**config.mk**
```make
export PLATFORM = sky130hd
export DESIGN_NAME = param_hex_timer
export DESIGN_NICKNAME = d
export VERILOG_FILES = /design/src/rtl/timer_pkg.sv /design/src/rtl/bcd_to_seven_seg.sv /design/src/rtl/param_hex_timer.sv
export SDC_FILE = /design/constraint.sdc
export NUM_CORES = 1
export LEC_CHECK = 0
export ABC_AREA = 1
export CAP_MARGIN = 40
export CORE_MARGIN = 3
export CORE_UTILIZATION = 45
export DETAILED_ROUTE_END_ITERATION = 8
export GPL_TIMING_DRIVEN = 0
export PLACE_DENSITY = 0.7
export SLEW_MARGIN = 20
export SYNTH_ARGS = -nofsm -noshare
export SYNTH_HDL_FRONTEND = slang
export SYNTH_SLANG_ARGS = --single-unit
```
**constraint.sdc**
```tcl
create_clock -name clock -period 2.9 [get_ports clock]
set_clock_uncertainty 0.15 [all_clocks]
set_input_delay 0.435 -clock clock [delete_from_list [all_inputs] [get_ports clock]]
set_output_delay 0.435 -clock clock [all_outputs]
set_load 0.02 [all_outputs]
```
**src/rtl/timer_pkg.sv**
```systemverilog
// -----------------------------------------------------------------------------
// timer_pkg
// Shared types and constants for the parametrised decimal timer:
//   state_t    - timer control states (IDLE, RUN, PAUSE, DONE)
//   BCD_W      - bits per decimal digit
//   SEG_W      - segments per seven-segment digit
//   SEG_TABLE  - active-low {g..a} patterns for 0..9, entry SEG_BLANK is blank
// -----------------------------------------------------------------------------
package timer_pkg;

    localparam int BCD_W     = 4;
    localparam int SEG_W     = 7;
    localparam int SEG_BLANK = 10;

    typedef enum logic [1:0] {
        IDLE  = 2'd0,
        RUN   = 2'd1,
        PAUSE = 2'd2,
        DONE  = 2'd3
    } state_t;

    localparam logic [SEG_W-1:0] SEG_TABLE [0:10] = '{
        7'b1000000,  // 0
        7'b1111001,  // 1
        7'b0100100,  // 2
        7'b0110000,  // 3
        7'b0011001,  // 4
        7'b0010010,  // 5
        7'b0000010,  // 6
        7'b1111000,  // 7
        7'b0000000,  // 8
        7'b0010000,  // 9
        7'b1111111   // blank
    };

endpackage

```
**src/rtl/bcd_to_seven_seg.sv**
```systemverilog
// -----------------------------------------------------------------------------
// bcd_to_seven_seg
// Combinational BCD digit to active-low seven-segment decoder.
// Ports:
//   bcd_i  in   BCD_W  digit value; codes above 9 show a blank digit
//   seg_o  out  SEG_W  active-low segments {g..a}
// -----------------------------------------------------------------------------
module bcd_to_seven_seg
    import timer_pkg::*;
(
    input  logic [BCD_W-1:0] bcd_i,
    output logic [SEG_W-1:0] seg_o
);

    always_comb begin
        seg_o = SEG_TABLE[SEG_BLANK];
        if (bcd_i <= 4'd9) begin
            seg_o = SEG_TABLE[bcd_i];
        end
    end

endmodule

```
**src/rtl/param_hex_timer.sv**
```systemverilog
// -----------------------------------------------------------------------------
// param_hex_timer
// Parametrised decimal up/down timer driving a bank of seven-segment digits.
// A prescaler divides the clock down to TICK_HZ; each tick increments or
// decrements a NUM_DIGITS-wide BCD count. Supports preset load, clear,
// pause/resume with partial-tick retention and terminal-count detection.
//
// Optional feature (compile-time macro LAP_HOLD_EN): lap hold. When defined,
// a rising edge on lap captures the live count and the display shows that
// capture while lap stays high. When undefined, lap is ignored.
//
// Ports:
//   clock       in   1               system clock
//   reset       in   1               synchronous active-high reset
//   enable      in   1               1 = count on ticks, 0 = pause
//   count_down  in   1               0 = count up, 1 = count down
//   clear       in   1               pulse: zero digits and prescaler, go IDLE
//   load        in   1               pulse: load load_value (nibbles > 9 -> 9)
//   load_value  in   4*NUM_DIGITS    BCD preset, digit 0 in [3:0]
//   lap         in   1               lap hold level (LAP_HOLD_EN only)
//   bcd_out     out  4*NUM_DIGITS    current count, digit 0 least significant
//   hex_out     out  7*NUM_DIGITS    active-low segments, digit 0 in [6:0]
//   running     out  1               high while in RUN
//   wrapped     out  1               pulse when an up count wraps all-9 -> 0
//   expired     out  1               pulse when a down count hits terminal
// -----------------------------------------------------------------------------
module param_hex_timer
    import timer_pkg::*;
#(
    parameter int CLK_HZ     = 50000000,
    parameter int TICK_HZ    = 100,
    parameter int NUM_DIGITS = 5
) (
    input  logic                        clock,
    input  logic                        reset,
    input  logic                        enable,
    input  logic                        count_down,
    input  logic                        clear,
    input  logic                        load,
    input  logic [BCD_W*NUM_DIGITS-1:0] load_value,
    input  logic                        lap,
    output logic [BCD_W*NUM_DIGITS-1:0] bcd_out,
    output logic [SEG_W*NUM_DIGITS-1:0] hex_out,
    output logic                        running,
    output logic                        wrapped,
    output logic                        expired
);

    localparam int DIV = CLK_HZ / TICK_HZ;
    localparam int PW  = $clog2(DIV);
    localparam int DW  = BCD_W * NUM_DIGITS;
    localparam int SW  = SEG_W * NUM_DIGITS;
    localparam logic [PW-1:0] PRESC_MAX = PW'(DIV - 1);

    state_t          state_q, state_d;
    logic [PW-1:0]   presc_q, presc_d;
    logic [DW-1:0]   digits_q, digits_d;
    logic [SW-1:0]   hex_q;
    logic            running_q, wrapped_q, expired_q;

    logic [DW-1:0]   inc_val, dec_val, sat_val, disp;
    logic [SW-1:0]   seg_w;
    logic            advance, tick, tick_eff, all_zero, all_nine;
    logic            wrap_ev, expire_ev;

    // The prescaler only advances while running with enable high, so a pause
    // (or enable dropping on the terminal prescaler count) never loses a tick.
    assign advance  = (state_q == RUN) && enable;
    assign tick     = advance && (presc_q == PRESC_MAX);
    // clear and load take precedence; a coinciding tick is dropped.
    assign tick_eff = tick && !clear && !load;

    assign all_zero = (digits_q == '0);
    assign all_nine = (digits_q == {NUM_DIGITS{4'd9}});

    assign wrap_ev   = tick_eff && !count_down && all_nine;
    assign expire_ev = tick_eff &&  count_down && all_zero;

    // Ripple-carry BCD increment/decrement and load saturation.
    always_comb begin
        logic carry, borrow;
        logic [BCD_W-1:0] nib;
        inc_val = digits_q;
        dec_val = digits_q;
        sat_val = load_value;
        carry   = 1'b1;
        borrow  = 1'b1;
        for (int i = 0; i < NUM_DIGITS; i++) begin
            nib = digits_q[i*BCD_W +: BCD_W];
            if (carry) begin
                if (nib == 4'd9) begin
                    inc_val[i*BCD_W +: BCD_W] = 4'd0;
                end else begin
                    inc_val[i*BCD_W +: BCD_W] = nib + 4'd1;
                    carry = 1'b0;
                end
            end
            if (borrow) begin
                if (nib == 4'd0) begin
                    dec_val[i*BCD_W +: BCD_W] = 4'd9;
                end else begin
                    dec_val[i*BCD_W +: BCD_W] = nib - 4'd1;
                    borrow = 1'b0;
                end
            end
            if (load_value[i*BCD_W +: BCD_W] > 4'd9) begin
                sat_val[i*BCD_W +: BCD_W] = 4'd9;
            end
        end
    end

    always_comb begin
        digits_d = digits_q;
        if (clear) begin
            digits_d = '0;
        end else if (load) begin
            digits_d = sat_val;
        end else if (tick_eff) begin
            if (!count_down) begin
                digits_d = inc_val;
            end else if (!all_zero) begin
                digits_d = dec_val;
            end
        end
    end

    always_comb begin
        presc_d = presc_q;
        if (clear || load) begin
            presc_d = '0;
        end else if (advance) begin
            presc_d = (presc_q == PRESC_MAX) ? '0 : presc_q + PW'(1);
        end
    end

    always_comb begin
        state_d = state_q;
        if (clear) begin
            state_d = IDLE;
        end else begin
            case (state_q)
                IDLE:    if (enable) state_d = RUN;
                RUN: begin
                    if (expire_ev)    state_d = DONE;
                    else if (!enable) state_d = PAUSE;
                end
                PAUSE:   if (enable) state_d = RUN;
                DONE:    if (load)   state_d = enable ? RUN : IDLE;
                default: state_d = IDLE;
            endcase
        end
    end

    // Control state and registered status outputs.
    always_ff @(posedge clock) begin
        if (reset) begin
            state_q   <= IDLE;
            running_q <= 1'b0;
            wrapped_q <= 1'b0;
            expired_q <= 1'b0;
        end else begin
            state_q   <= state_d;
            running_q <= (state_d == RUN);
            wrapped_q <= wrap_ev;
            expired_q <= expire_ev;
        end
    end

    always_ff @(posedge clock) begin
        if (reset) begin
            presc_q  <= '0;
            digits_q <= '0;
        end else begin
            presc_q  <= presc_d;
            digits_q <= digits_d;
        end
    end

`ifdef LAP_HOLD_EN
    logic          lap_prev_q;
    logic [DW-1:0] lap_q;

    always_ff @(posedge clock) begin
        if (reset) begin
            lap_prev_q <= 1'b0;
            lap_q      <= '0;
        end else begin
            lap_prev_q <= lap;
            if (clear) begin
                lap_q <= '0;
            end else if (lap && !lap_prev_q) begin
                lap_q <= digits_q;
            end
        end
    end

    // On the rising-edge cycle the capture is not yet in lap_q, so show the
    // live value, which is exactly what is being captured.
    assign disp = (lap && lap_prev_q) ? lap_q : digits_q;
`else
    logic lap_unused;
    assign lap_unused = lap;
    assign disp       = digits_q;
`endif

    for (genvar g = 0; g < NUM_DIGITS; g++) begin : g_seg
        bcd_to_seven_seg u_seg (
            .bcd_i (disp[g*BCD_W +: BCD_W]),
            .seg_o (seg_w[g*SEG_W +: SEG_W])
        );
    end

    // Display register: one cycle behind bcd_out.
    always_ff @(posedge clock) begin
        if (reset) begin
            hex_q <= {NUM_DIGITS{SEG_TABLE[0]}};
        end else begin
            hex_q <= seg_w;
        end
    end

    assign bcd_out = digits_q;
    assign hex_out = hex_q;
    assign running = running_q;
    assign wrapped = wrapped_q;
    assign expired = expired_q;

endmodule
```
==> metrics.csv, run 1 <==
metric,value,unit
setup_viol,0,
final.fill_count,1004,
hpwl,10520,um
finalCritPeriodShare,82.60,%
wl_per_cell,14.09,um
report.final.slew_viol_count,0,
power.density,421.4,nW/um^2
grt_pass1_vias,4930,
grt_usage,24.10,%
numCtsBuffers,9,
cp.arrival,2.49,ns
postSynthCellCount,730,
clock_latency,0.36,ns
path_cells,clkdlybuf4s50_1 > nor2_1 > nand2_1 > nand3_1 > a21oi_2 > nand3_2 > nand2_1 > nand2_1 > nor2_1,
hold_violations,0,
synth_area_per_cell,6.561,um^2
viasPerCell,5.289,
ys_types,42,
cts_max_path_buffers,2,
fin_tns_setup,0,ns
multi_input_area,2806,um^2
ys_seq_area_share,33.02,%
syn_nets,778,
cpLargestDelayFamily,simple AND/OR/NAND/NOR gates,
slew_headroom,56.60,%
layout_min_cycle_time,2.395,ns
post_cts_buffers,0,
synth_warnings,0,
drt_iter0_markers,290,
grt_max_degree,14,
die_w,109.2,um
max_cap_violations,0,
hold_class,reg2reg,
clock_sinks,79,
fp.dieH,109.2,um
h-tree-depth,3,
cp_slowest_cell,clkdlybuf4s50_1,
syn_area,4790,um^2
cts_hold_buf,0,
crit_type,in2reg,
grt_pass1_wl,22870,um
ant_nets,0,
cts_resized,0,
irDropWorstVdd,0.0002136,V
cp_common_cell,nand2_1,
gp_congestion,0.8885,
cts.clk_slew.worst_paths,0.08,ns
tightest_slew,0.6443,ns
p_leak,0.002433,uW
nets,872,
cts_root_buf,clkbuf_8,
max_freq,417.5,MHz
required,3.00,ns
port_buffers,83,
ios,85,
antenna_found_initial,0,
endpoint_kind,register,
area_growth,24.95,%
antenna_cells,0,
num_vias,5104,
start_util,46.39,%
critPathLaunchType,input pin,
rsz0062_at_grt,no,
status,finished clean,
synth_seq_cells,79,
regArea,1582,um^2
holdWs,0.3477,ns
grt.overflow.total,0,
slowest_delay,0.62,ns
cts_tree,yes,
wirelength,13600,um
cp.buffers_inverters,1,
drc,0,
drt_pass1_iterations,5,
die-area,11920,um^2
rows,37,
core-area,10320,um^2
drive_above_1_share,8.082,%
path_max_fanout,8,
metrics by stage:
step	power, uW	utilization (%)	cells	worst slack (ns)	cell area (um^2)
detailed placement	1748	56.09	949	0.2005	5791
finish	2522	57.97	965	0.5045	5984
floorplan	1536	-	730	0.9567	4790
global placement	1742	56.09	949	0.2381	5791
global route	2655	57.97	965	0.3850	5984
CTS	2544	57.97	965	0.5632	5984
registers in the layout (all words and copies together), names as in the netlist:
register  count
running       1
bcd_out      20
presc_q      19
state_q       2
hex_out      35
expired       1
wrapped       1
synthesized netlist by cell type:
master	number	area, um^2
a21boi_0	1	7.510
a21oi_1	51	255.2
a21oi_2	2	17.52
a22oi_1	1	7.510
a31oi_1	5	31.28
and3_1	1	6.260
buf_2	5	25.02
buf_4	1	7.510
buf_6	4	45.04
clkbuf_1	6	22.52
clkinv_1	3	11.26
clkinv_2	1	5.000
dfxtp_1	79	1582
ha_1	21	262.8
inv_1	69	259.0
inv_2	7	26.28
nand2_1	183	686.9
nand2_2	5	31.28
nand2_4	2	22.52
nand3_1	55	275.3
nand3_2	5	50.05
nand3_4	3	52.55
nand3b_1	1	7.510
nand4_1	21	131.4
nor2_1	109	409.1
nor2_2	6	37.54
nor2_4	4	45.04
nor3_1	15	75.07
nor3_2	2	20.02
nor3b_1	1	7.510
nor4_1	1	6.260
o211ai_1	6	45.04
o21a_1	2	15.01
o21ai_0	37	185.2
o21ai_1	1	5.000
o21ai_2	1	8.760
o221ai_1	3	26.28
o22ai_1	1	6.260
or2_0	1	6.260
or2_2	3	18.77
xnor2_1	1	8.760
xor2_1	4	35.03
metal layers:
metal  vias to the layer above  part of all wire (%)  GRT usage, %
met5                         -                     0             0
met3                        25                   6.4         5.151
met2                       179                    48         40.39
li1                       2576                     -             -
met4                         0                   2.1         8.476
met1                      2324                    43         30.52
report_power, final:
part	leakage (uW)	internal (uW)	total [uW]	switching, uW
sequential	0.000641	1120	1150	29.7
combinational	0.00170	223	572	349
clock	0.0000946	381	795	414
kinds of logic (layout without fill, tap and decap cells):
| logic type | after synthesis | count (layout) | share of synthesized area, % |
|---|---|---|---|
| and+or+nand+nor | 418 | 418 | 39.45 |
| buffers and inverters | 96 | 195 | 8.385 |
| adders and majority gates | 21 | 21 | 5.486 |
| xor gates and xnor gates | 5 | 5 | 0.9143 |
| DFF | 79 | 79 | 33.02 |
| AOI/OAI and AO/OA | 111 | 111 | 12.75 |
layout by cell type, fill, tap and decap left out, types with 7 or more instances in the layout:
master	count
nand2_1	183
nor2_1	109
clkdlybuf4s50_1	83
dfxtp_1	79
inv_1	69
nand3_1	55
a21oi_1	51
o21ai_0	37
nand4_1	21
ha_1	21
nor3_1	15
clkbuf_8	12
inv_2	7
final timing paths:
| path | startpoint | cells past startpoint | slack [ns] | endpoint |
|---|---|---|---|---|
| setup / recovery | count_down | 9 | 0.50 | bcd_out[15]$_SDFFE_PP0P_ |
| hold / removal | presc_q[1]$_SDFFE_PP0N_ | 2 | 0.35 | presc_q[1]$_SDFFE_PP0N_ |
| setup reg to reg | bcd_out[4]$_SDFFE_PP0P_ | 11 | 0.64 | bcd_out[18]$_SDFFE_PP0P_ |
| hold reg to reg | presc_q[1]$_SDFFE_PP0N_ | 2 | 0.35 | presc_q[1]$_SDFFE_PP0N_ |
cell type report:
cell class                      instances  area share [%]
Buffer                                 16           1.673
Clock buffer                           12           2.760
Clock inverter                          4          0.4809
Inverter                               80           5.039
Multi-Input combinational cell        555           46.90
Sequential cell                        79           26.43
Tap cell                              136           2.843
Timing Repair Buffer                   83           13.88
worst register-to-register path, delay by kind of cell (launching register included):
family / cells / cell delay (ns)
simple gates: 8 / 0.97
flops: 1 / 0.40
buf+inv: 2 / 0.39
fa+ha+maj: 1 / 0.27
No activity file was read; power rests on OpenSTA's default activity.
==> run 2, diff against run 1 <==
--- a/config.mk
+++ b/config.mk
@@ -11,7 +11,7 @@
 export CORE_UTILIZATION = 45
 export DETAILED_ROUTE_END_ITERATION = 8
 export GPL_TIMING_DRIVEN = 0
-export PLACE_DENSITY = 0.7
+export PLACE_DENSITY = 0.73
 export SLEW_MARGIN = 20
 export SYNTH_ARGS = -nofsm -noshare
 export SYNTH_HDL_FRONTEND = slang
==> constraint.sdc (replaced) <==
create_clock -name clock -period 2.1 [get_ports clock]
set_clock_uncertainty 0.15 [all_clocks]
set_input_delay 0.315 -clock clock [delete_from_list [all_inputs] [get_ports clock]]
set_output_delay 0.315 -clock clock [all_outputs]
set_load 0.02 [all_outputs]
==> run 2 against run 1 <==
Net effect: via count rose by 0.90%; final cell count rose by 0.41%; first-iteration DRC count fell by 8.6%; non-clock buffer count rose by 4; critical endpoint is now bcd_out[11]; design area rose by 2.7%; setup slack got worse by 0.42 ns; sequential share of layout area fell by 0.48 points; worst hold slack improved by 0.0025 ns; sequential power rose by 39%; critical path depth fell by 8; global-route usage fell by 0.57 points; register-to-register slack got worse by 0.54 ns.
==> metrics.csv, run 2 (same netlist as run 1, synthesis figures left out) <==
metric,value,unit
hold_class,reg2reg,
layout_common_cells,"nand2_1 (180), nor2_1 (107), clkdlybuf4s50_1 (81), dfxtp_1 (71), inv_1 (62)",
cp.buffers_inverters,1,
viasPerCell,5.315,
clock_sinks,79,
grt_pass1_vias,4900,
cts_max_path_buffers,2,
h-tree-depth,3,
cp.arrival,1.55,ns
drt_iter0_markers,265,
die_w,109.2,um
required,1.63,ns
largest_reg_flops,35,
ios,85,
slowest_delay,0.67,ns
antenna_cells,0,
hpwl,10370,um
internal_power,2475,uW
power.density,588.2,nW/um^2
critPathLaunchType,register,
numCtsBuffers,9,
multi_input_area,2902,um^2
layout_min_cycle_time,2.017,ns
power,3614,uW
regToRegStartpoint,bcd_out[9]$_SDFFE_PP0P_,
holdWs,0.3502,ns
tightest_slew,0.6348,ns
grt.overflow.total,0,
endpoint_kind,output port,
cp_slowest_cell,clkdlybuf4s50_1,
grt_usage,23.53,%
irDropWorstVdd,0.0004197,V
crit_type,reg2out,
die-area,11920,um^2
max_cap_violations,0,
power_frac_clock,32.8,%
cts_tree,yes,
num_vias,5150,
hold_violations,0,
regArea,1594,um^2
cts.clk_slew.worst_paths,0.09,ns
report.final.slew_viol_count,0,
start_util,46.39,%
cts_root_buf,clkbuf_8,
grt_pass1_wl,22430,um
final_area,6143,um^2
path_max_fanout,7,
gp_congestion,0.9310,
slew_headroom,57.23,%
setup_viol,0,
antenna_found_initial,0,
final_common_cell,nand2_1,
rsz0062_at_grt,yes,
wl_per_cell,14.15,um
status,finished clean,
worstHoldStart,presc_q[5]$_SDFFE_PP0N_,
startpoint,bcd_out[11]$_SDFFE_PP0P_,
fp.dieH,109.2,um
pwr-share-seq,44.2,%
area_growth,28.27,%
drc,0,
rows,37,
cpLargestDelayFamily,buffers and inverters,
drt_pass1_iterations,5,
ant_nets,0,
clock_latency,0.37,ns
finalCritPeriodShare,96.06,%
drive_above_1_share,11.88,%
placed_cell_area,5791,um^2
path_cells,clkdlybuf4s50_1,
cts_hold_buf,0,
grt_max_degree,15,
netSwitchingFraction,31.52,%
combPwrFrac,23.0,%
final.fill_count,979,
core-area,10320,um^2
p_leak,0.002483,uW
max_freq,495.7,MHz
nets,876,
port_buffers,83,
p_sw,1139,uW
wirelength,13720,um
[run 2: cell count changes in the layout (fill, tap and decap cells not counted), moves of 4 or more]
cell     delta
dfxtp_2     +7
inv_1       -7
dfxtp_1     -8
buf_4       +4
ha_1        -6
inv_2       +4
nor2_4      +4
[run 2: worst paths after layout]
check	to	slack (ns)	depth (start not counted)
setup / recovery	bcd_out[11]	0.08	1
hold / removal	presc_q[5]$_SDFFE_PP0N_	0.35	2
setup reg to reg	bcd_out[19]$_SDFFE_PP0P_	0.10	12
hold reg to reg	presc_q[5]$_SDFFE_PP0N_	0.35	2
[run 2: per-stage QoR]
| stage | TNS (ns) | util, % | std cells | setup slack [ns] |
|---|---|---|---|---|
| 2_1_floorplan | 0 | - | 730 | 0.1567 |
| 3_3_place_gp | -9.615 | 56.09 | 949 | -0.4248 |
| 3_5_place_dp | -10.30 | 56.09 | 949 | -0.4252 |
| 4_1_cts | 0 | 58.36 | 966 | 0.01690 |
| 5_1_grt | -0.04249 | 59.51 | 969 | -0.01835 |
| 6_report | 0 | 59.51 | 969 | 0.08279 |
[run 2: tightest hold or removal path: cells and delay by family (launching register included)]
kind	cells	cell delay, ns
AOI/OAI and AO/OA	1	0.05
DFF	1	0.34
and+or+nand+nor	1	0.07
[run 2: cell type report]
cell class / instances / share of cell area, %
inverter: 80 / 5.031
sequential: 79 / 25.95
tap: 136 / 2.770
multi-input combinational: 555 / 47.23
clock inverter: 6 / 1.120
clock buffer: 10 / 2.240
buffer: 16 / 1.629
timing repair buffer: 87 / 14.03
[run 2: metal layers]
layer / track usage, % / wire length, um
met5: 0 / 0
met4: 7.935 / 269
met3: 4.381 / 800
met2: 40.66 / 6566
met1: 29.30 / 6079
[run 2: power groups by stage]
stage               combinational [uW]  clock (uW)  sequential (uW)
floorplan                          429           0             1690
global placement                   774           0             1630
detailed placement                 781           0             1630
CTS                                794        1210             1600
global route                       916        1270             1610
finish                             830        1190             1600
[run 2: what timing repair did]
item,in CTS,in global routing
resized for setup,11,32
gates cloned,0,0
pin swaps,1,2
setup endpoints to repair,17,23
buffers inserted,1,3
==> run 3, diff against run 2 <==
--- a/config.mk
+++ b/config.mk
@@ -12,6 +12,7 @@
 export DETAILED_ROUTE_END_ITERATION = 8
 export GPL_TIMING_DRIVEN = 0
 export PLACE_DENSITY = 0.73
+export RECOVER_POWER = 25
 export SLEW_MARGIN = 20
 export SYNTH_ARGS = -nofsm -noshare
 export SYNTH_HDL_FRONTEND = slang
==> run 3 against run 2 <==
Net effect: routed wire length stayed put; final cell count unchanged; setup slack better by 0.0013 ns; count of clock-buffer cells in the layout is the same.
==> metrics.csv, run 3 (same netlist as run 1, synthesis figures left out) <==
metric,value,unit
endpoint,bcd_out[11],
drt_iter0_markers,262,
drt_pass1_iterations,5,
max_cap_violations,0,
layout_common_cells,"nand2_1 (180), nor2_1 (107), clkdlybuf4s50_1 (81), dfxtp_1 (72), inv_1 (62)",
nets,876,
start_util,46.39,%
grt_usage,23.53,%
rrSetupSlack,0.11,ns
slew_headroom,57.23,%
netSwitchingFraction,31.55,%
endpoint_kind,output port,
h-tree-depth,3,
ant_nets,0,
met2WireLength,6537,um
cts_hold_buf,0,
cts.clk_slew.worst_paths,0.09,ns
power.density,588.8,nW/um^2
cts_tree,yes,
die-area,11920,um^2
combPwrFrac,22.9,%
startpoint,bcd_out[11]$_SDFFE_PP0P_,
report.final.slew_viol_count,0,
wl_met3,819,um
viasPerCell,5.296,
final_common_cell,nand2_1,
rows,37,
pwr-share-seq,44.2,%
port_buffers,83,
tightest_slew,0.6348,ns
grt_max_degree,15,
cp.buffers_inverters,1,
top_layer,met4,
r2r_cells,12,
die_w,109.2,um
largest_reg_flops,35,
wl_per_cell,14.15,um
internal_power,2474,uW
max_freq,496.0,MHz
status,finished clean,
core-area,10320,um^2
cp.arrival,1.55,ns
hpwl,10370,um
antenna_cells,0,
cts_root_buf,clkbuf_8,
regToRegStartpoint,bcd_out[9]$_SDFFE_PP0P_,
grt_pass1_wl,22430,um
rsz0062_at_grt,yes,
slowest_delay,0.67,ns
layout_min_cycle_time,2.016,ns
fin_tns_setup,0,ns
clock_sinks,79,
grt.overflow.total,0,
clock_latency,0.36,ns
multi_input_area,2899,um^2
dp_slack,-0.4252,ns
met1_length,6084,um
setup_viol,0,
required,1.63,ns
grt_pass1_vias,4900,
numCtsBuffers,9,
crit_type,reg2out,
hold_class,reg2reg,
power_frac_clock,32.9,%
num_vias,5132,
path_cells,clkdlybuf4s50_1,
finalCritPeriodShare,96.00,%
irDropWorstVdd,0.0004197,V
cp_slowest_cell,clkdlybuf4s50_1,
cp_num_cells,1,
path_max_fanout,7,
setup_ws,0.08406,ns
hold_violations,0,
cpLargestDelayFamily,buffers and inverters,
worstReg2RegEnd,bcd_out[19]$_SDFFE_PP0P_,
gp_congestion,0.9310,
antenna_found_initial,0,
drive_above_1_share,11.64,%
final.fill_count,981,
p_leak,0.002486,uW
regArea,1593,um^2
drc,0,
power,3615,uW
critPathLaunchType,register,
fp.dieH,109.2,um
cts_max_path_buffers,2,
area_growth,28.19,%
wirelength,13720,um
p_sw,1140,uW
ios,85,
## run 3: routing by layer
layer | vias to the layer above | track usage [%]
met5 | - | 0
met4 | 0 | 7.935
met3 | 27 | 4.381
met2 | 161 | 40.66
met1 | 2346 | 29.30
li1 | 2598 | -
## run 3: area by class of cell
type                            instances  area share [%]
Sequential cell                        79           25.94
Tap cell                              136           2.772
Clock buffer                           10           2.242
Buffer                                 16           1.630
Timing Repair Buffer                   87           14.04
Multi-Input combinational cell        555           47.22
Inverter                               80           5.034
Clock inverter                          6           1.121
## run 3: how the worst min path moves through the flow
stage	endpoint	slack (ns)	cells past startpoint	start
6_report	presc_q[5]$_SDFFE_PP0N_	0.35	2	presc_q[5]$_SDFFE_PP0N_
5_1_grt	presc_q[5]$_SDFFE_PP0N_	0.38	2	presc_q[5]$_SDFFE_PP0N_
4_1_cts	presc_q[5]$_SDFFE_PP0N_	0.35	2	presc_q[5]$_SDFFE_PP0N_
3_5_place_dp	presc_q[5]$_SDFFE_PP0N_	0.34	2	presc_q[5]$_SDFFE_PP0N_
3_3_place_gp	presc_q[1]$_SDFFE_PP0N_	0.33	2	presc_q[1]$_SDFFE_PP0N_
2_1_floorplan	presc_q[5]$_SDFFE_PP0N_	0.31	2	presc_q[5]$_SDFFE_PP0N_
## run 3: per-stage QoR
stage	hold slack, ns	area (um^2)	std cells	utilization (%)
finish	0.3505	6140	969	59.47
global route	0.3800	6140	969	59.47
CTS	0.3493	6025	966	58.36
detailed placement	0.3354	5791	949	56.09
global placement	0.3259	5791	949	56.09
floorplan	0.3122	4790	730	-
## run 3: repair_timing
action | 4_1_cts | 5_1_grt
endpoints found under the setup margin | 17 | 23
gates resized for setup | 11 | 32
endpoints found under the hold margin | 0 | 0
pin swaps | 1 | 2
setup buffers | 1 | 3
## run 3: power groups by stage
stage | Sequential [uW] | Combinational [uW] | Clock (uW)
2_1_floorplan | 1690 | 429 | 0
3_3_place_gp | 1630 | 774 | 0
3_5_place_dp | 1630 | 781 | 0
4_1_cts | 1600 | 794 | 1210
5_1_grt | 1600 | 916 | 1270
6_report | 1600 | 829 | 1190
